[src/rtl/collector_pkg.sv]
// rtl/collector_pkg.sv - shared state encoding and default frame width for the collector
package collector_pkg;

   typedef enum logic [1:0] {
      ST_IDLE   = 2'd0,
      ST_SHIFT  = 2'd1,
      ST_PARITY = 2'd2,
      ST_HOLD   = 2'd3
   } state_t;

   localparam int DEFAULT_OUTPUT_WIDTH = 25;

endpackage

[src/rtl/collector_bit_counter.sv]
// rtl/collector_bit_counter.sv - wrapping bit index counter with clear, enable and terminal count
module collector_bit_counter #(
   parameter int WIDTH = 25,
   parameter int CW    = $clog2(WIDTH)
) (
   input  logic          fast_clk,
   input  logic          i_clear,
   input  logic          i_enable,
   output logic [CW-1:0] o_count,
   output logic          o_terminal
);

   logic [CW-1:0] r_count;
   logic          w_terminal;

   assign w_terminal = (r_count == CW'(WIDTH - 1));

   always_ff @(posedge fast_clk) begin
      if (i_clear) begin
         r_count <= '0;
      end else if (i_enable) begin
         r_count <= w_terminal ? '0 : r_count + 1'b1;
      end
   end

   assign o_count    = r_count;
   assign o_terminal = w_terminal;

endmodule

[src/rtl/collector_ctrl.sv]
// rtl/collector_ctrl.sv - serial frame collector FSM with overrun flag
// Optional even-parity check enabled by macro COLLECTOR_PARITY_EN.
module collector_ctrl
   import collector_pkg::*;
#(
   parameter int OUTPUT_WIDTH = DEFAULT_OUTPUT_WIDTH,
   parameter int CW           = $clog2(OUTPUT_WIDTH)
) (
   input  logic          fast_clk,
   input  logic          reset,
   input  logic          serial_in,
   input  logic          frame_start,
   input  logic          data_ack,
   output logic          shift_en,
   output logic [CW-1:0] bit_idx,
   output logic          ready,
   output logic          busy,
`ifdef COLLECTOR_PARITY_EN
   output logic          parity_err,
`endif
   output logic          overrun
);

   state_t        r_state;
   logic          r_shift_en;
   logic          r_ready;
   logic          r_busy;
   logic          r_overrun;
   logic [CW-1:0] w_count;
   logic          w_terminal;
   logic          w_cnt_clear;

   // Counter is held at zero outside SHIFT so every frame starts at index 0.
   assign w_cnt_clear = reset || (r_state != ST_SHIFT);

   collector_bit_counter #(
      .WIDTH (OUTPUT_WIDTH),
      .CW    (CW)
   ) u_bit_counter (
      .fast_clk   (fast_clk),
      .i_clear    (w_cnt_clear),
      .i_enable   (r_shift_en),
      .o_count    (w_count),
      .o_terminal (w_terminal)
   );

`ifdef COLLECTOR_PARITY_EN
   logic r_par_acc;
   logic r_parity_err;
`else
   logic w_unused_serial;
   assign w_unused_serial = serial_in;
`endif

   always_ff @(posedge fast_clk) begin
      if (reset) begin
         r_state    <= ST_IDLE;
         r_shift_en <= 1'b0;
         r_ready    <= 1'b0;
         r_busy     <= 1'b0;
         r_overrun  <= 1'b0;
`ifdef COLLECTOR_PARITY_EN
         r_par_acc    <= 1'b0;
         r_parity_err <= 1'b0;
`endif
      end else begin
`ifdef COLLECTOR_PARITY_EN
         if (r_shift_en) begin
            r_par_acc <= r_par_acc ^ serial_in;
         end
`endif
         case (r_state)
            ST_IDLE: begin
               if (frame_start) begin
                  r_state    <= ST_SHIFT;
                  r_shift_en <= 1'b1;
                  r_busy     <= 1'b1;
`ifdef COLLECTOR_PARITY_EN
                  r_par_acc  <= 1'b0;
`endif
               end
            end
            ST_SHIFT: begin
               if (w_terminal) begin
                  r_shift_en <= 1'b0;
`ifdef COLLECTOR_PARITY_EN
                  r_state    <= ST_PARITY;
`else
                  r_state    <= ST_HOLD;
                  r_ready    <= 1'b1;
`endif
               end
            end
`ifdef COLLECTOR_PARITY_EN
            ST_PARITY: begin
               // Even parity: payload ones plus parity bit must be even.
               r_state      <= ST_HOLD;
               r_ready      <= 1'b1;
               r_parity_err <= r_par_acc ^ serial_in;
            end
`endif
            ST_HOLD: begin
               if (data_ack) begin
                  r_ready <= 1'b0;
`ifdef COLLECTOR_PARITY_EN
                  r_parity_err <= 1'b0;
`endif
                  if (frame_start) begin
                     r_state    <= ST_SHIFT;
                     r_shift_en <= 1'b1;
`ifdef COLLECTOR_PARITY_EN
                     r_par_acc  <= 1'b0;
`endif
                  end else begin
                     r_state <= ST_IDLE;
                     r_busy  <= 1'b0;
                  end
               end else if (frame_start) begin
                  r_overrun <= 1'b1;
               end
            end
            default: begin
               r_state    <= ST_IDLE;
               r_shift_en <= 1'b0;
               r_ready    <= 1'b0;
               r_busy     <= 1'b0;
            end
         endcase
      end
   end

   assign shift_en = r_shift_en;
   assign bit_idx  = w_count;
   assign ready    = r_ready;
   assign busy     = r_busy;
   assign overrun  = r_overrun;
`ifdef COLLECTOR_PARITY_EN
   assign parity_err = r_parity_err;
`endif

endmodule

[config.mk]
export PLATFORM = sky130hd
export DESIGN_NAME = collector_ctrl
export DESIGN_NICKNAME = d
export VERILOG_FILES = /design/src/rtl/collector_pkg.sv /design/src/rtl/collector_bit_counter.sv /design/src/rtl/collector_ctrl.sv
export SDC_FILE = /design/constraint.sdc
export NUM_CORES = 1
export LEC_CHECK = 0
export ABC_CLOCK_PERIOD_IN_PS = 1600
export CAP_MARGIN = 0
export CORE_MARGIN = 4
export CORE_UTILIZATION = 42
export CTS_CLUSTER_DIAMETER = 50
export DETAILED_ROUTE_END_ITERATION = 12
export GPL_TIMING_DRIVEN = 1
export PLACE_DENSITY_LB_ADDON = 0.05
export SYNTH_ARGS = -nofsm -noshare
export SYNTH_HDL_FRONTEND = slang
export SYNTH_SLANG_ARGS = --single-unit
[constraint.sdc]
create_clock -name fast_clk -period 1.6 [get_ports fast_clk]
set_clock_uncertainty 0.1 [all_clocks]
set_input_delay 0.4 -clock fast_clk [delete_from_list [all_inputs] [get_ports fast_clk]]
set_output_delay 0.4 -clock fast_clk [all_outputs]
set_load 0.05 [all_outputs]
* Word-level counts from Yosys, hierarchy flattened
Index checks and enable logic that the tools add are counted.
** Operators by class
- $add $sub $neg :: 1
- Equal/unequal tests :: 8
- Mux-type cells :: 17
- Bitwise logic cells :: 3
- Reduce and logical (&&, ||, !) cells :: 7
** Operator list (number)
- two-way mux 1 bit :: 9
- one-hot mux 1 bit (3 select lines) :: 3
- AND reduction 3 bit :: 3
- two-way mux 2 bit :: 3
- != test 2 bit (second input constant) :: 3
- one-hot mux 2 bit (3 select lines) :: 1
- adder 5 x 1 -> 5 bit (second input constant) :: 1
- == test 5 bit (second input constant) :: 1
- two-way mux 5 bit :: 1
- != test 2 x 1 -> 1 bit (second input constant) :: 2
- AND reduction 4 bit :: 1
- inverter 1 bit :: 3
- == test 2 x 1 -> 1 bit (second input constant) :: 1
- == test 2 bit (second input constant) :: 1
- logical NOT 2 bit :: 1
- AND reduction 2 bit :: 1
- logical OR 1 bit :: 1
** Storage, ports and cells
- Bits in registers :: 11
- Input port bits :: 5
- Output and inout port bits :: 9
- Logic and storage cells :: 42

* Logic depth before layout (Yosys ltp)
Gate-level depths: netlist of the first run.
- Word-level depth :: 3
- Mapped depth :: 6
- Mapped depth without buffers :: 5

* Modules after synthesis
Synthesis of the first run repeated with hierarchy kept, for this count alone.
** Second synthesis, totals
- Cells, all modules :: 63
- Area total of the unflattened synthesis :: 551.8 um2
** Modules (own cells, without submodules)
- collector_ctrl :: times used 1, cells each 38, area an instance 317.8 um2, seq. area each 120.1 um2
- collector_bit_counter :: times used 1, cells each 25, area an instance 234.0 um2, seq. area each 100.1 um2

* Least setup slack after synthesis of the first run
Ideal clock, no wire load.
- Path type :: register -> register
- Start :: reg u_bit_counter.r_count[0], in the netlist u_bit_counter.o_count[0]
- End :: reg r_shift_en, in the netlist shift_en
- Setup time :: 0.086 ns
- Arrival :: 1.699 ns
- Required time :: 1.414 ns
- Path slack :: -0.286 ns
- Stages on the path, launching flop included :: 7
- Buffers on the path :: 1
- Period minus slack after synthesis :: 1.886 ns
- Cell sequence :: dfxtp_1 -> inv_1 -> ha_1 -> and4b_1 -> buf_6 -> o21a_1 -> a221oi_2
** On the way
- Longest elaborated chain between the ends :: 3
** RTL lines
- start, declared :: line collector_bit_counter.sv:13 : logic [CW-1:0] r_count;
- start signal, assigned :: line collector_bit_counter.sv:22 : r_count <= w_terminal ? '0 : r_count + 1'b1;
- == test 5 bit :: line collector_bit_counter.sv:16 : assign w_terminal = (r_count == CW'(WIDTH - 1));
- != test 2 x 1 -> 1 bit (no source line)
- AND reduction 2 bit (no source line)
- end signal, assigned :: line collector_ctrl.sv:58 : r_shift_en <= 1'b0;
- end signal, assigned :: line collector_ctrl.sv:76 : r_shift_en <= 1'b1;
- end signal, assigned :: line collector_ctrl.sv:85 : r_shift_en <= 1'b0;
- end, declared :: line collector_ctrl.sv:25 : logic r_shift_en;
No other way between the ends.
A chain may end at the register's enable or synchronous reset.

* Worst setup path after layout of the first run
- Start :: reg u_bit_counter.r_count[1], in the netlist u_bit_counter.o_count[1]
- End :: reg u_bit_counter.r_count[0], in the netlist u_bit_counter.o_count[0]
** On the way
- Longest elaborated chain between the ends :: 2
** RTL lines (line)
- == test 5 bit :: collector_bit_counter.sv:16
- two-way mux 5 bit :: collector_bit_counter.sv:22
No other way between the ends.

==> results of run 1 <==
## cell families (layout without fill, tap and decap cells)
group	after synthesis	count (layout)	synth area share, %
DFF	11	11	37.1
xor gates and xnor gates	2	2	2.95
muxes	2	2	3.38
buffers and inverters	11	32	8.23
AOI/OAI and AO/OA	15	15	21.3
and+or+nand+nor	18	18	16.5
adders and majority gates	5	5	10.5
## where the power goes
group	internal (mW)	switching, mW	total [mW]
clock	0.0965	0.0855	0.182
combinational	0.166	0.166	0.332
sequential	0.296	0.0274	0.324
## worst max-delay path by stage
stage                              from                        to  slack [ps]  cells after the start
4_1_cts        u_bit_counter.o_count[1]  u_bit_counter.o_count[0]          50                      5
5_1_grt        u_bit_counter.o_count[1]  u_bit_counter.o_count[0]           1                      5
6_report       u_bit_counter.o_count[1]  u_bit_counter.o_count[0]          70                      5
3_3_place_gp                frame_start                      busy        -170                      4
2_1_floorplan  u_bit_counter.o_count[0]  u_bit_counter.o_count[0]          20                      6
3_5_place_dp                frame_start                      busy        -200                      4
## flip-flops by register name, indices dropped and copies added (netlist names)
name,flops
ready,1
shift_en,1
u_bit_counter.o_count,5
overrun,1
busy,1
r_state,2
## critical path, stage by stage, from the launching register on
cell and delay [ps]:
dfxtp_4 380, inv_1 50, ha_2 170, and4b_2 290
or3_4 350, a21oi_2 130
## placed cells by master, fill, tap and decap left out, drive strengths merged, types with 3 or more instances in the layout
| cell | n |
|---|---|
| inv | 8 |
| ha | 5 |
| nor2 | 4 |
| buf | 17 |
| clkdlybuf4s50 | 3 |
| nand2b | 6 |
| nand2 | 3 |
| dfxtp | 11 |
| clkbuf | 4 |
## metal layers
layer / vias to the layer above / routed length (um) / global-route usage, % / part of all wire (%)
met5: - / 0 / 0 / 0
met4: 0 / 8 / 5.26 / 0.70
met3: 2 / 55 / 7.11 / 4.8
met2: 8 / 497 / 16.4 / 44
met1: 240 / 576 / 20.0 / 51
li1: 270 / - / - / -
## per-stage QoR
step | instance area, sq um | setup slack, ps | setup TNS [ps]
after global placement | 872 | -169 | -529
final | 913 | 70.6 | 0
after global routing | 913 | 1.14 | 0
after detailed placement | 872 | -202 | -652
after CTS | 898 | 45.5 | 0
after floorplan | 602 | 15.7 | 0
## area by class of cell
| cell class | count | area, sq um |
|---|---|---|
| repair buffers | 20 | 270 |
| clock buffers | 4 | 26.3 |
| multi-input cells | 42 | 339 |
| inverters | 8 | 30.0 |
| well taps | 15 | 18.8 |
| fillers | 105 | 404 |
| flip-flops and latches | 11 | 229 |
==> results.py, run 1 <==
metrics = {
    "sta": {
        "relSlewSlack_pct": 81.0,
        "finalCritPeriodShare_pct": 95.6,
        "rsz0062_at_grt": "false",
        "fmax_mhz": 654,
        "final_hold_viol_count": 0,
        "worst_slew_pin_slew_ps": 284,
        "setup_viol": 0,
        "period_needed_ps": 1530,
        "final-max-slew-violation-count": 0,
        "hold_ws_ps": 407,
    },
    "power_and_ir_drop": {
        "ir_drop_v": 0.000548,
        "p_total_mw": 0.838,
        "power_leakage_nw": 0.360,
        "power.density_mw_per_mm2": 918,
    },
    "cells_and_area": {
        "area_growth_pct": 54.0,
        "final_util_pct": 69.3,
        "instances_no_fill": 100,
        "drive_gt1_share_pct": 36.5,
        "diodes": 0,
        "nNetsFinal": 96,
    },
    "yosys": {
        "synth_cell_types": 27,
        "yosysTopAreaCell": "dfxtp_1",
        "synth-edff-count": 0,
        "ys_warn_count": 0,
        "synth_seq_area_share_pct": 37.1,
        "synth-seq-cells": 11,
        "yosysMostFrequentCell": "dfxtp_1",
        "syn-cell-area_sq_um": 593,
        "syn_avg_cell_area_sq_um": 9.27,
        "syn_inst": 64,
        "yosys-top-cells-area": "dfxtp_1 37%, ha_1 11%, nand2b_1 6.3%",
        "synth_top_cells_by_count": "11 x dfxtp_1, 8 x inv_1, 6 x nand2b_1, 5 x ha_1, 4 x nor2_1",
        "synth_nets": 74,
        "synth-async-reset-ratio_pct": 0,
        "synth_top_area_share_pct": 37.1,
        "synth-main-ff-cell": "dfxtp_1",
    },
    "clock_network": {
        "clock_sinks": 11,
        "clkTransAtPathRegs_ps": 60,
        "cts_root_buf": "clkbuf_4",
        "clock_latency_ps": 260,
        "cts_setup_buffers": 0,
        "cts_tree": "yes",
        "cts_made_buffers": 3,
        "cts_max_level": 1,
        "cts_resized": 0,
        "clock_path_buffers": 2,
        "ctsHoldBuffers": 0,
    },
    "routing": {
        "dr.pass1.iters": 3,
        "remaining_drc_errors": 0,
        "vias": 520,
        "viasPerCell": 5.20,
        "routed_wl_mm": 1.14,
        "drt_iter0_drc": 14,
        "ant_nets": 0,
        "wl_per_cell_um": 11.4,
    },
    "global_route": {
        "antenna_found_initial": 0,
        "first_global_vias": 458,
        "grt_usage_pct": 13.7,
        "grt_first_pass_wirelength_mm": 2.00,
        "grt.overflow.total": 0,
        "grt_max_degree": 9,
    },
    "worst_setup_path": {
        "regToRegSetupSlack_ps": 70,
        "cp_max_fo": 7,
        "crit_path_start_kind": "flop",
        "r2r_end": "u_bit_counter.o_count[0]",
        "cp.arrival_ps": 1630,
        "required_ps": 1700,
        "worstSetupEndpointType": "flop",
        "critPathKind": "flop to flop",
        "r2r_start": "u_bit_counter.o_count[1]",
        "reg2regPathDepth": 5,
    },
    "floorplanning": {
        "die_area_sq_mm": 0.00208,
        "row_count": 13,
        "io_pins": 14,
        "start_util_pct": 45.0,
        "die_w_um": 45.6,
        "core_area_sq_mm": 0.00132,
        "dieHeight_um": 45.6,
    },
    "placed_design": {
        "place_congestion": 0.745,
        "dpl.cell_count": 96,
        "io_buffer_count": 12,
        "dp_hpwl_um": 909,
    },
    "worst_hold_path": {
        "hold_path_depth": 2,
        "min_from": "u_bit_counter.o_count[2]",
        "holdPathEnd": "u_bit_counter.o_count[2]",
        "hp-class": "flop to flop",
    },
    "flow_run": {
        "timing.max_cap.violations": 0,
    },
    "status": {
        "status": "completed",
    },
}
(Power assumes the default switching activity.)
==> run 2: changes to the inputs <==
CORE_MARGIN = default   (was 4)
==> run 2 against run 1 <==
Compared with the run above: final cell count up 1.0%; setup slack better by 26 ps; utilization up 0.39 points; register-to-register slack better by 30 ps; first-iteration DRC count unchanged; critical path depth unchanged; flip-flop and latch count unchanged; global-route usage up 3.9 points; via count down 4.4%; routed wire length up 1.2%; sequential share of layout area up 0.17 points.
==> results.py, run 2 (synthesis gave the netlist of run 1 again) <==
metrics = {
    "status": {
        "status": "completed",
    },
    "routing": {
        "remaining_drc_errors": 0,
        "wl_per_cell_um": 11.4,
        "ant_nets": 0,
        "viasPerCell": 4.92,
        "vias": 497,
        "dr.pass1.iters": 4,
        "routed_wl_mm": 1.15,
        "drt_iter0_drc": 14,
    },
    "floorplanning": {
        "start_util_pct": 45.6,
        "row_count": 13,
        "io_pins": 14,
        "dieHeight_um": 39.6,
        "core_area_sq_mm": 0.00130,
        "die_w_um": 39.6,
        "die_area_sq_mm": 0.00157,
    },
    "cells_and_area": {
        "fin_area_sq_um": 907,
        "largest_reg_flops": 5,
        "area_growth_pct": 53.0,
        "final_util_pct": 69.7,
        "layout_common_cells": "9 x buf_12, 9 x buf_4, 8 x dfxtp_1, 7 x inv_1, 6 x nand2b_1",
        "num-fill-cells": 104,
        "drive_gt1_share_pct": 33.7,
        "diodes": 0,
        "nNetsFinal": 97,
    },
    "worst_setup_path": {
        "crit_chain": "inv_2, ha_1, and4b_2, or3_1, a21oi_2",
        "slowest_stage": "dfxtp_4",
        "critPathKind": "flop to flop",
        "required_ps": 1690,
        "cp.arrival_ps": 1600,
        "worst-path-buf-inv": 1,
        "worstSetupEndpointType": "flop",
        "crit_path_max_incr_delay_ps": 350,
        "crit_path_start_kind": "flop",
        "cp_max_fo": 7,
        "path_delay_family": "simple AND/OR/NAND/NOR gates",
    },
    "clock_network": {
        "cts_root_buf": "clkbuf_4",
        "clock_path_buffers": 2,
        "clkTransAtPathRegs_ps": 70,
        "cts_tree": "yes",
        "clock_latency_ps": 260,
        "clock_sinks": 11,
        "cts_made_buffers": 3,
        "cts_max_level": 1,
    },
    "sta": {
        "setup_viol": 0,
        "finalCritPeriodShare_pct": 94.0,
        "fin_ws_ps": 96.2,
        "relSlewSlack_pct": 80.0,
        "final-max-slew-violation-count": 0,
        "fmax_mhz": 665,
        "hold_ws_ps": 410,
        "rsz0062_at_grt": "false",
        "worst_slew_pin_slew_ps": 300,
        "period_needed_ps": 1500,
        "final_hold_viol_count": 0,
    },
    "power_and_ir_drop": {
        "power.density_mw_per_mm2": 918,
        "ir_drop_v": 0.000557,
        "p_total_mw": 0.833,
        "power_leakage_nw": 0.363,
    },
    "global_route": {
        "grt.overflow.total": 0,
        "grt_max_degree": 9,
        "antenna_found_initial": 0,
        "grt_usage_pct": 17.6,
        "first_global_vias": 430,
        "grt_first_pass_wirelength_mm": 1.88,
    },
    "placed_design": {
        "dp_hpwl_um": 928,
        "place_congestion": 0.779,
        "place_area_sq_um": 872,
        "detailedPlace.worstSlack_ps": -168,
        "io_buffer_count": 12,
    },
    "worst_hold_path": {
        "hp-class": "flop to flop",
    },
    "flow_run": {
        "timing.max_cap.violations": 0,
    },
}
## run 2: changes by cell type in the layout (fill, tap and decap cells not counted)
| cell | delta |
|---|---|
| a221oi_1 | +1 |
| a221oi_2 | -1 |
| buf_4 | +1 |
| ha_1 | +1 |
| ha_2 | -1 |
| or3_1 | +1 |
| or3_4 | -1 |
## run 2: what timing repair did
item,CTS,global route
hold buffers,0,0
endpoints found under the hold margin,0,0
resized for setup,0,1
setup buffers,0,1
endpoints found under the setup margin,0,2
## run 2: per-stage QoR
step,TNS [ps],std cells
6_report,0,101
5_1_grt,0,101
4_1_cts,0,100
3_5_place_dp,-659,96
3_3_place_gp,-560,96
2_1_floorplan,0,64
## run 2: worst register-to-register path, cell delays in order, from the launching register on
cell and delay (ps):
dfxtp_4 350, inv_2 30, ha_1 200, and4b_2 300, or3_1 340, a21oi_2 130
## run 2: where the power goes
part | switching [mW] | total [mW] | internal, mW
Clock | 0.0929 | 0.189 | 0.0963
Combinational | 0.156 | 0.316 | 0.159
Sequential | 0.0319 | 0.328 | 0.296
Total | 0.281 | 0.833 | 0.552
## run 2: path summary, 6_finish.rpt
path / slack (ps) / endpoint / cells after the start / start
worst max-delay path: 100 / u_bit_counter.o_count[0] / 5 / u_bit_counter.o_count[0]
worst min-delay path: 410 / busy / 2 / busy
worst max register to register: 100 / u_bit_counter.o_count[0] / 5 / u_bit_counter.o_count[0]
worst min register to register: 410 / busy / 2 / busy
## run 2: routing by layer
| metal | vias up | GRT usage [%] | part of all wire, % |
|---|---|---|---|
| li1 | 274 | - | - |
| met1 | 212 | 27.2 | 53 |
| met2 | 11 | 23.8 | 43 |
| met3 | 0 | 3.41 | 3.6 |
| met4 | 0 | 5.17 | 0 |
| met5 | - | 0 | 0 |
## run 2: final cells by class
cell class                      count  area (sq um)  share of cell area [%]
Clock buffer                        4          26.3                    2.90
Inverter                            8          30.0                    3.31
Multi-Input combinational cell     42           325                    35.9
Sequential cell                    11           229                    25.2
Tap cell                           15          18.8                    2.07
Timing Repair Buffer               21           278                    30.6
==> run 3: changes to the inputs <==
ABC_CLOCK_PERIOD_IN_PS = 1530   (was 1600)
CELL_PAD_IN_SITES_DETAIL_PLACEMENT = 1   (was default)
CELL_PAD_IN_SITES_GLOBAL_PLACEMENT = 1   (was default)
CORE_UTILIZATION = 35   (was 42)
clock period = 1.53 ns   (was 1.6 ns; I/O delays follow)
==> run 3 against run 2 <==
Compared with the run above: first-iteration DRC count fell by 57%; final area rose by 3.4%; die area up 19%; non-clock buffer count up 1; routed wire length grew 29%; worst hold slack worse by 3.3 ps; setup slack worse by 40 ps; maximum frequency rose by 2.0%; flip-flop and latch count did not move; sequential share of layout area decreased by 0.17 points; register-to-register slack got worse by 40 ps.
==> results.py, run 3 (synthesis gave the netlist of run 1 again) <==
metrics = {
    "floorplanning": {
        "core_area_sq_mm": 0.00154,
        "die_area_sq_mm": 0.00186,
        "dieHeight_um": 43.2,
        "row_count": 14,
        "start_util_pct": 38.5,
        "io_pins": 14,
        "die_w_um": 43.2,
    },
    "power_and_ir_drop": {
        "power_leakage_nw": 0.373,
        "p_total_mw": 0.919,
        "ir_drop_v": 0.000602,
        "power.density_mw_per_mm2": 980,
    },
    "sta": {
        "rsz0062_at_grt": "false",
        "worst_slew_pin_slew_ps": 277,
        "final-max-slew-violation-count": 0,
        "hold_ws_ps": 406,
        "period_needed_ps": 1470,
        "setup_viol": 0,
        "finalCritPeriodShare_pct": 96.3,
        "relSlewSlack_pct": 81.5,
        "fin_ws_ps": 55.9,
        "final_hold_viol_count": 0,
        "fmax_mhz": 678,
    },
    "routing": {
        "viasPerCell": 5.27,
        "drt-met1-wl_um": 673,
        "ant_nets": 0,
        "vias": 543,
        "dr.pass1.iters": 2,
        "remaining_drc_errors": 0,
        "top_layer": "met4",
        "drt_iter0_drc": 6,
        "met3_length_um": 45,
        "wl_per_cell_um": 14.4,
        "routed-wl-met2_um": 743,
        "routed_wl_mm": 1.48,
    },
    "global_route": {
        "grt_usage_pct": 18.4,
        "grt_max_degree": 9,
        "grt.overflow.total": 0,
        "antenna_found_initial": 0,
        "first_global_vias": 562,
        "grt_first_pass_wirelength_mm": 2.50,
    },
    "cells_and_area": {
        "largest_reg_flops": 5,
        "multi_input_area_sq_um": 342,
        "final_common_cell": "buf_4",
        "nNetsFinal": 98,
        "layout_common_cells": "10 x buf_4, 9 x buf_12, 6 x inv_1, 6 x dfxtp_2, 5 x nand2b_1",
        "final_util_pct": 60.9,
        "diodes": 0,
        "seq_area_sq_um": 235,
        "area_growth_pct": 58.2,
        "drive_gt1_share_pct": 46.0,
        "num-fill-cells": 164,
        "instances_no_fill": 103,
    },
    "worst_setup_path": {
        "required_ps": 1630,
        "cp_max_fo": 7,
        "regToRegSetupSlack_ps": 60,
        "cp.arrival_ps": 1570,
        "crit_path_start_kind": "flop",
        "worstSetupEndpointType": "flop",
        "critPathKind": "flop to flop",
        "startpoint": "u_bit_counter.o_count[0]",
        "r2r_start": "u_bit_counter.o_count[0]",
    },
    "status": {
        "status": "completed",
    },
    "placed_design": {
        "io_buffer_count": 12,
        "dpl.cell_count": 99,
        "place_congestion": 0.761,
        "detailedPlace.worstSlack_ps": -254,
        "dp_hpwl_mm": 1.17,
    },
    "clock_network": {
        "cts_setup_buffers": 0,
        "cts_made_buffers": 3,
        "cts_root_buf": "clkbuf_4",
        "clkTransAtPathRegs_ps": 70,
        "clock_latency_ps": 270,
        "ctsHoldBuffers": 0,
        "clock_path_buffers": 2,
        "cts_max_level": 1,
        "clock_sinks": 11,
        "cts_tree": "yes",
    },
    "flow_run": {
        "timing.max_cap.violations": 0,
    },
    "worst_hold_path": {
        "hp-class": "flop to flop",
        "min_from": "u_bit_counter.o_count[2]",
    },
}
run 3: cell types whose count changed in the layout (fill, tap and decap cells not counted), sizes merged:
cell  change
buf       +1
run 3: what timing repair did:
item                                    in CTS  in global routing
endpoints found under the hold margin        0                  0
endpoints found under the setup margin       1                  6
gates cloned                                 0                  0
pin swaps                                    0                  1
resized for setup                            1                  6
run 3: final timing paths:
path,cells after the start,to
worst max-delay path,5,u_bit_counter.o_count[0]
worst max register to register,5,u_bit_counter.o_count[0]
worst min register to register,2,u_bit_counter.o_count[2]
worst min-delay path,2,u_bit_counter.o_count[2]
run 3: critical path, stage by stage (launching register included):
cell     delay [ps]
dfxtp_4         350
inv_2            30
ha_2            170
and4b_2         290
or3_4           340
a21oi_2         120
run 3: report_power, final:
group | switching, mW | internal [mW] | total (mW)
registers | 0.0312 | 0.313 | 0.344
logic | 0.187 | 0.181 | 0.368
clock network | 0.106 | 0.101 | 0.207
run 3: routing by layer:
layer  up-vias  track usage, %
li1        272               -
met1       260            23.8
met2         9            26.9
met3         2            3.83
met4         0            12.7
met5         -               0
run 3: cell type report:
type,instances,share of cell area (%)
inverter,8,3.20
multi-input combinational,42,36.4
timing repair buffer,22,30.4
tap,16,2.13
clock buffer,4,2.80
sequential,11,25.1
run 3: per-stage QoR:
stage | instance area [sq um] | TNS, ps
global placement | 893 | -809
floorplan | 607 | -61.7
finish | 938 | 0
global route | 938 | 0
detailed placement | 893 | -1130
CTS | 926 | 0
